==> config.mk <==
export PLATFORM = sky130hd
export DESIGN_NAME = ram_master
export DESIGN_NICKNAME = d
export VERILOG_FILES = /design/src/rtl/ram_master_pkg.sv /design/src/rtl/ram_master.sv
export SDC_FILE = /design/constraint.sdc
export NUM_CORES = 1
export LEC_CHECK = 0
export CORE_MARGIN = 3
export CORE_UTILIZATION = 50
export DETAILED_ROUTE_END_ITERATION = 8
export PLACE_DENSITY = 0.86
export SLEW_MARGIN = 15
export SYNTH_ARGS = -nofsm -noshare
export SYNTH_HDL_FRONTEND = slang
export SYNTH_SLANG_ARGS = --single-unit
export TNS_END_PERCENT = 5
==> constraint.sdc <==
create_clock -name clk -period 3.6 [get_ports clk]
set_clock_uncertainty 0.05 [all_clocks]
set_input_delay 0.72 -clock clk [delete_from_list [all_inputs] [get_ports clk]]
set_output_delay 0.72 -clock clk [all_outputs]
set_load 0.05 [all_outputs]
==> src/rtl/ram_master_pkg.sv <==
// ---------------------------------------------------------------------------
// ram_master_pkg : shared FSM state type and active-low strobe levels
// Rev 1.0
// ---------------------------------------------------------------------------
`default_nettype none

package ram_master_pkg;

  typedef enum logic [2:0] {
    IDLE  = 3'd0,
    WAITW = 3'd1,
    WR    = 3'd2,
    VFY   = 3'd3,
    RD    = 3'd4,
    RSP   = 3'd5
  } state_e;

  localparam logic STROBE_ON  = 1'b0;
  localparam logic STROBE_OFF = 1'b1;

endpackage

`default_nettype wire

==> src/rtl/ram_master.sv <==
// ---------------------------------------------------------------------------
// ram_master : burst read/write initiator for the active-low RAM block.
// Optional readback verify of every written word: RAM_MASTER_READBACK_EN
// Rev 1.0
// ---------------------------------------------------------------------------
`default_nettype none

module ram_master
  import ram_master_pkg::*;
#(
  parameter int AddressSize = 16,
  parameter int WordSize    = 8,
  parameter int LenSize     = 8
) (
  input  logic                   clk,
  input  logic                   reset,
  input  logic                   cmd_valid,
  output logic                   cmd_ready,
  input  logic                   cmd_write,
  input  logic [AddressSize-1:0] cmd_addr,
  input  logic [LenSize-1:0]     cmd_len,
  input  logic                   wr_valid,
  output logic                   wr_ready,
  input  logic [WordSize-1:0]    wr_data,
  output logic                   rd_valid,
  input  logic                   rd_ready,
  output logic [WordSize-1:0]    rd_data,
  output logic                   busy,
  output logic                   err,
  output logic [AddressSize-1:0] Address,
  output logic [WordSize-1:0]    RamData,
  input  logic [WordSize-1:0]    RamQ,
  output logic                   CS,
  output logic                   WE,
  output logic                   OE
);

  state_e                 state_q, state_d;
  logic [AddressSize-1:0] addr_q, addr_d;
  logic [LenSize-1:0]     cnt_q, cnt_d;
  logic [WordSize-1:0]    ram_data_q, ram_data_d;
  logic [WordSize-1:0]    rd_data_q, rd_data_d;
  logic                   rd_valid_q, rd_valid_d;
  logic                   cs_q, cs_d, we_q, we_d, oe_q, oe_d;
  logic                   cmd_ready_q, cmd_ready_d;
  logic                   wr_ready_q, wr_ready_d;
  logic                   busy_q, busy_d;
  logic                   last_word;
`ifdef RAM_MASTER_READBACK_EN
  logic                   err_q, err_d;
`endif

  assign last_word = (cnt_q == '0);

  always_comb begin
    state_d    = state_q;
    addr_d     = addr_q;
    cnt_d      = cnt_q;
    ram_data_d = ram_data_q;
    rd_data_d  = rd_data_q;
    rd_valid_d = rd_valid_q;
`ifdef RAM_MASTER_READBACK_EN
    err_d      = err_q;
`endif
    case (state_q)
      IDLE: begin
        if (cmd_valid) begin
          addr_d  = cmd_addr;
          cnt_d   = cmd_len;
`ifdef RAM_MASTER_READBACK_EN
          err_d   = 1'b0;
`endif
          state_d = cmd_write ? WAITW : RD;
        end
      end
      WAITW: begin
        if (wr_valid) begin
          ram_data_d = wr_data;
          state_d    = WR;
        end
      end
      WR: begin
`ifdef RAM_MASTER_READBACK_EN
        state_d = VFY;
`else
        if (last_word) begin
          state_d = IDLE;
        end else begin
          addr_d  = addr_q + AddressSize'(1);
          cnt_d   = cnt_q - LenSize'(1);
          state_d = WAITW;
        end
`endif
      end
`ifdef RAM_MASTER_READBACK_EN
      VFY: begin
        if (RamQ != ram_data_q) err_d = 1'b1;
        if (last_word) begin
          state_d = IDLE;
        end else begin
          addr_d  = addr_q + AddressSize'(1);
          cnt_d   = cnt_q - LenSize'(1);
          state_d = WAITW;
        end
      end
`endif
      RD: begin
        rd_data_d  = RamQ;
        rd_valid_d = 1'b1;
        state_d    = RSP;
      end
      RSP: begin
        if (rd_ready) begin
          rd_valid_d = 1'b0;
          if (last_word) begin
            state_d = IDLE;
          end else begin
            addr_d  = addr_q + AddressSize'(1);
            cnt_d   = cnt_q - LenSize'(1);
            state_d = RD;
          end
        end
      end
      default: state_d = IDLE;
    endcase
  end

  // Strobes and status decode the next state so every output leaves a flop.
  always_comb begin
    cs_d        = STROBE_OFF;
    we_d        = STROBE_OFF;
    oe_d        = STROBE_OFF;
    cmd_ready_d = (state_d == IDLE);
    wr_ready_d  = (state_d == WAITW);
    busy_d      = (state_d != IDLE);
    case (state_d)
      WR: begin
        cs_d = STROBE_ON;
        we_d = STROBE_ON;
      end
`ifdef RAM_MASTER_READBACK_EN
      VFY: begin
        cs_d = STROBE_ON;
        oe_d = STROBE_ON;
      end
`endif
      RD: begin
        cs_d = STROBE_ON;
        oe_d = STROBE_ON;
      end
      default: ;
    endcase
  end

  always_ff @(posedge clk) begin
    if (reset) begin
      state_q     <= IDLE;
      addr_q      <= '0;
      cnt_q       <= '0;
      ram_data_q  <= '0;
      rd_data_q   <= '0;
      rd_valid_q  <= 1'b0;
      cs_q        <= STROBE_OFF;
      we_q        <= STROBE_OFF;
      oe_q        <= STROBE_OFF;
      cmd_ready_q <= 1'b1;
      wr_ready_q  <= 1'b0;
      busy_q      <= 1'b0;
`ifdef RAM_MASTER_READBACK_EN
      err_q       <= 1'b0;
`endif
    end else begin
      state_q     <= state_d;
      addr_q      <= addr_d;
      cnt_q       <= cnt_d;
      ram_data_q  <= ram_data_d;
      rd_data_q   <= rd_data_d;
      rd_valid_q  <= rd_valid_d;
      cs_q        <= cs_d;
      we_q        <= we_d;
      oe_q        <= oe_d;
      cmd_ready_q <= cmd_ready_d;
      wr_ready_q  <= wr_ready_d;
      busy_q      <= busy_d;
`ifdef RAM_MASTER_READBACK_EN
      err_q       <= err_d;
`endif
    end
  end

  assign cmd_ready = cmd_ready_q;
  assign wr_ready  = wr_ready_q;
  assign rd_valid  = rd_valid_q;
  assign rd_data   = rd_data_q;
  assign busy      = busy_q;
  assign Address   = addr_q;
  assign RamData   = ram_data_q;
  assign CS        = cs_q;
  assign WE        = we_q;
  assign OE        = oe_q;
`ifdef RAM_MASTER_READBACK_EN
  assign err       = err_q;
`else
  assign err       = 1'b0;
`endif

endmodule

`default_nettype wire
==> flow_metrics.env <==
export IMPL_rr_endpoint="Address[9]$_SDFFE_PP0P_"
export IMPL_status="finished, final reports clean"
export IMPL_port_buffer_count=84
export IMPL_cts_buffers=5
export IMPL_worstMarginPinSlew_ns=1.027
export IMPL_required_ns=3.77
export IMPL_synth_top_family_by_area="compound AO/OA/AOI/OAI gates"
export IMPL_post_cts_buffers=0
export IMPL_gp_congestion=0.8952
export IMPL_clk_pin_slew_ns=0.10
export IMPL_power_density_nw_per_um2=448.0
export IMPL_setup_viol=0
export IMPL_layout_min_cycle_time_ns=2.611
export IMPL_synth_most_common_cell="dfxtp_1"
export IMPL_finalCritPeriodShare_pct=72.52
export IMPL_hpwlAfterDp_um=5491
export IMPL_io_pins=86
export IMPL_r2r_start="state_q[0]$_SDFF_PP0_"
export IMPL_maxSlewHeadroom_pct=31.43
export IMPL_num_vias=2861
export IMPL_clockBufferDepth=2
export IMPL_nets=436
export IMPL_crit_fanout=18
export IMPL_synth_seq_cells=50
export IMPL_async_flop_share_pct=0
export IMPL_rsz0062_at_grt="false"
export IMPL_yosys_warnings=0
export IMPL_synth_xor_area_share_pct=0
export IMPL_critPathKind="reg2reg"
export IMPL_synth_top_cell_area_share_pct=38.00
export IMPL_drive_above_1_share_pct=7.455
export IMPL_whs_ns=0.4182
export IMPL_cts_root_buffer="clkbuf_8"
export IMPL_crit_buf_inv=0
export IMPL_avgSynthCellArea_um2=8.388
export IMPL_path_cells="or3b_1, nand2_1, a41o_1, a2111oi_2"
export IMPL_maxCapViolations=0
export IMPL_grt_antenna_before_repair=0
export IMPL_final_core_util_pct=73.25
export IMPL_synth_distinct_cells=60
export IMPL_grt_usage_pct=25.80
export IMPL_synth_area_um2=2634
export IMPL_n_antenna_cell=0
export IMPL_rows=25
export IMPL_p_leak_nw=1.217
export IMPL_core_area_um2=4911
export IMPL_firstDrtPassIters=4
export IMPL_synth_area_leader_cell="dfxtp_1"
export IMPL_ant_nets=0
export IMPL_finalHoldViolCount=0
export IMPL_synth_compound_area_share_pct=29.60
export IMPL_hold_end="RamData[0]$_SDFFE_PP0P_"
export IMPL_fin_ws_ns=0.9892
export IMPL_critPathLaunchType="flop"
export IMPL_cts_sinks=50
export IMPL_synth_edf_count=0
export IMPL_grt_overflow=0
export IMPL_synth_adder_area_share_pct=0.9501
export IMPL_first_iter_violations=290
export IMPL_start_util_pct=53.63
export IMPL_synthMuxAreaShare_pct=3.040
export IMPL_post_cts_resized=0
export IMPL_synth_area_leaders="dfxtp_1 (38%), a21oi_1 (5.9%), nand2_1 (4.6%), a211oi_1 (3.1%), mux2i_1 (3.0%)"
export IMPL_final_max_slew_violation_count=0
export IMPL_grt_pass1_vias=2731
export IMPL_rrSetupSlack_ns=0.99
export IMPL_grt_max_degree=27
export IMPL_die_h_um=78.58
export IMPL_yosys_top_cells_count="dfxtp_1 (50), nand2_1 (32), a21oi_1 (31)"
export IMPL_cp_arrival_ns=2.78
export IMPL_hp_start="RamData[0]$_SDFFE_PP0P_"
export IMPL_placed_area_um2=3498
export IMPL_crit_family="simple AND/OR/NAND/NOR gates"
export IMPL_cts_hold_buffers=0
export IMPL_hold_path_class="reg2reg"
export IMPL_via_per_inst=6.274
export IMPL_hold_depth=2
export IMPL_synth_cells=314
export IMPL_ys_flop_type="dfxtp_1"
export IMPL_area_growth_syn_to_layout_pct=36.58
export IMPL_wl_um=7742
export IMPL_fill_cells=402
export IMPL_ctsHtreeMaxLevel=2
export IMPL_cts_tree="done"
export IMPL_final_cell_area_um2=3597
export IMPL_max_freq_ghz=0.3830
export IMPL_crit_path_max_incr_delay_ns=0.63
export IMPL_setup_tns_ns=0
export IMPL_yosysSeqAreaShare_pct=38.00
export IMPL_avgRoutedWirePerCell_um=16.98
export IMPL_clk_latency_ns=0.32
export IMPL_dp_slack_ns=0.9046
export IMPL_synth_simple_gate_area_share_pct=22.90
export IMPL_grt_pass1_wl_um=12920
export IMPL_die_w_um=78.58
export IMPL_end_kind="flop"
export IMPL_worst_r2r_path_depth=4
export IMPL_peakVddDrop_mv=0.3010
export IMPL_worst_path_max_delay_cell="or3b_1"
export IMPL_die_area_um2=6174
export IMPL_synth_fp_nets=362
export IMPL_post_route_drc_count=0
-- layout make-up --
cell class / instances / area (um2) / area share (%)
inverters: 7 / 26.28 / 0.7304
clock buffers: 6 / 82.58 / 2.296
repair buffers: 90 / 885.9 / 24.63
clock inverters: 2 / 16.27 / 0.4522
multi-input cells: 234 / 1501 / 41.74
well taps: 67 / 83.83 / 2.330
flip-flops and latches: 50 / 1001 / 27.83
-- placed cells by master, fill, tap and decap left out, types with 3 or more instances in the layout --
cell type	count
mux2i_1	8
nand3_1	14
clkdlybuf4s50_1	84
a211oi_1	11
nand2b_1	3
nor2_1	16
o22ai_1	3
a31oi_1	5
clkbuf_8	6
o32ai_1	6
a21oi_1	31
a22oi_1	6
nor4_1	4
inv_1	6
nand2_1	32
o211ai_1	5
dfxtp_1	50
buf_4	6
nor3_1	7
o2bb2ai_1	3
or4_1	4
nor2_2	3
nor2b_1	4
nand4_1	8
o21ai_0	12
and3_1	4
-- cells by family after synthesis --
group,count (synthesis)
AO/OA/AOI/OAI,109
adder cells (fa/ha/maj),2
buffers and inverters,30
flip-flops,50
multiplexers,8
other,1
AND/OR/NAND/NOR,114
-- worst register-to-register path: cells and delay by family, from the launching register on --
kind             cells  cell delay (ns)
AO/OA/AOI/OAI        2             0.68
AND/OR/NAND/NOR      2             1.16
flip-flops           1             0.62
-- power breakdown --
group          total (mW)  switching, mW  internal, mW
logic               0.570          0.350         0.220
clock network       0.366          0.208         0.159
registers           0.676         0.0672         0.608
-- flip-flops by register name (all words and copies together), names as in the netlist --
| signal | cells |
|---|---|
| Address | 16 |
| RamData | 8 |
| cnt_q | 8 |
| rd_data | 8 |
| state_q | 3 |
| CS | 1 |
| OE | 1 |
| WE | 1 |
| busy | 1 |
| cmd_ready | 1 |
| rd_valid | 1 |
| wr_ready | 1 |
-- metal layers --
metal | wire length [um] | track usage, % | vias up
li1 | - | - | 1344
met1 | 3274 | 32.84 | 1349
met2 | 3594 | 42.19 | 154
met3 | 744 | 6.651 | 14
met4 | 129 | 8.916 | 0
met5 | 0 | 0 | -
-- metrics by stage --
stage | cells | power, mW
3_5_place_dp | 448 | 1.251
4_1_cts | 456 | 1.607
5_1_grt | 456 | 1.680
6_report | 456 | 1.612
3_3_place_gp | 448 | 1.238
2_1_floorplan | 314 | 1.054
-- worst max-delay path by stage --
stage / slack [ns] / end / from / cells past startpoint
6_report: 0.99 / Address[9]$_SDFFE_PP0P_ / state_q[0]$_SDFF_PP0_ / 4
5_1_grt: 0.79 / Address[9]$_SDFFE_PP0P_ / state_q[0]$_SDFF_PP0_ / 4
4_1_cts: 1.02 / Address[9]$_SDFFE_PP0P_ / state_q[0]$_SDFF_PP0_ / 4
3_5_place_dp: 0.90 / Address[0]$_SDFFE_PP0P_ / cmd_valid / 5
3_3_place_gp: 0.96 / Address[0]$_SDFFE_PP0P_ / cmd_valid / 5
2_1_floorplan: 1.46 / Address[14]$_SDFFE_PP0P_ / Address[1]$_SDFFE_PP0P_ / 5
Note: power is estimated with default switching activity, not from simulation.
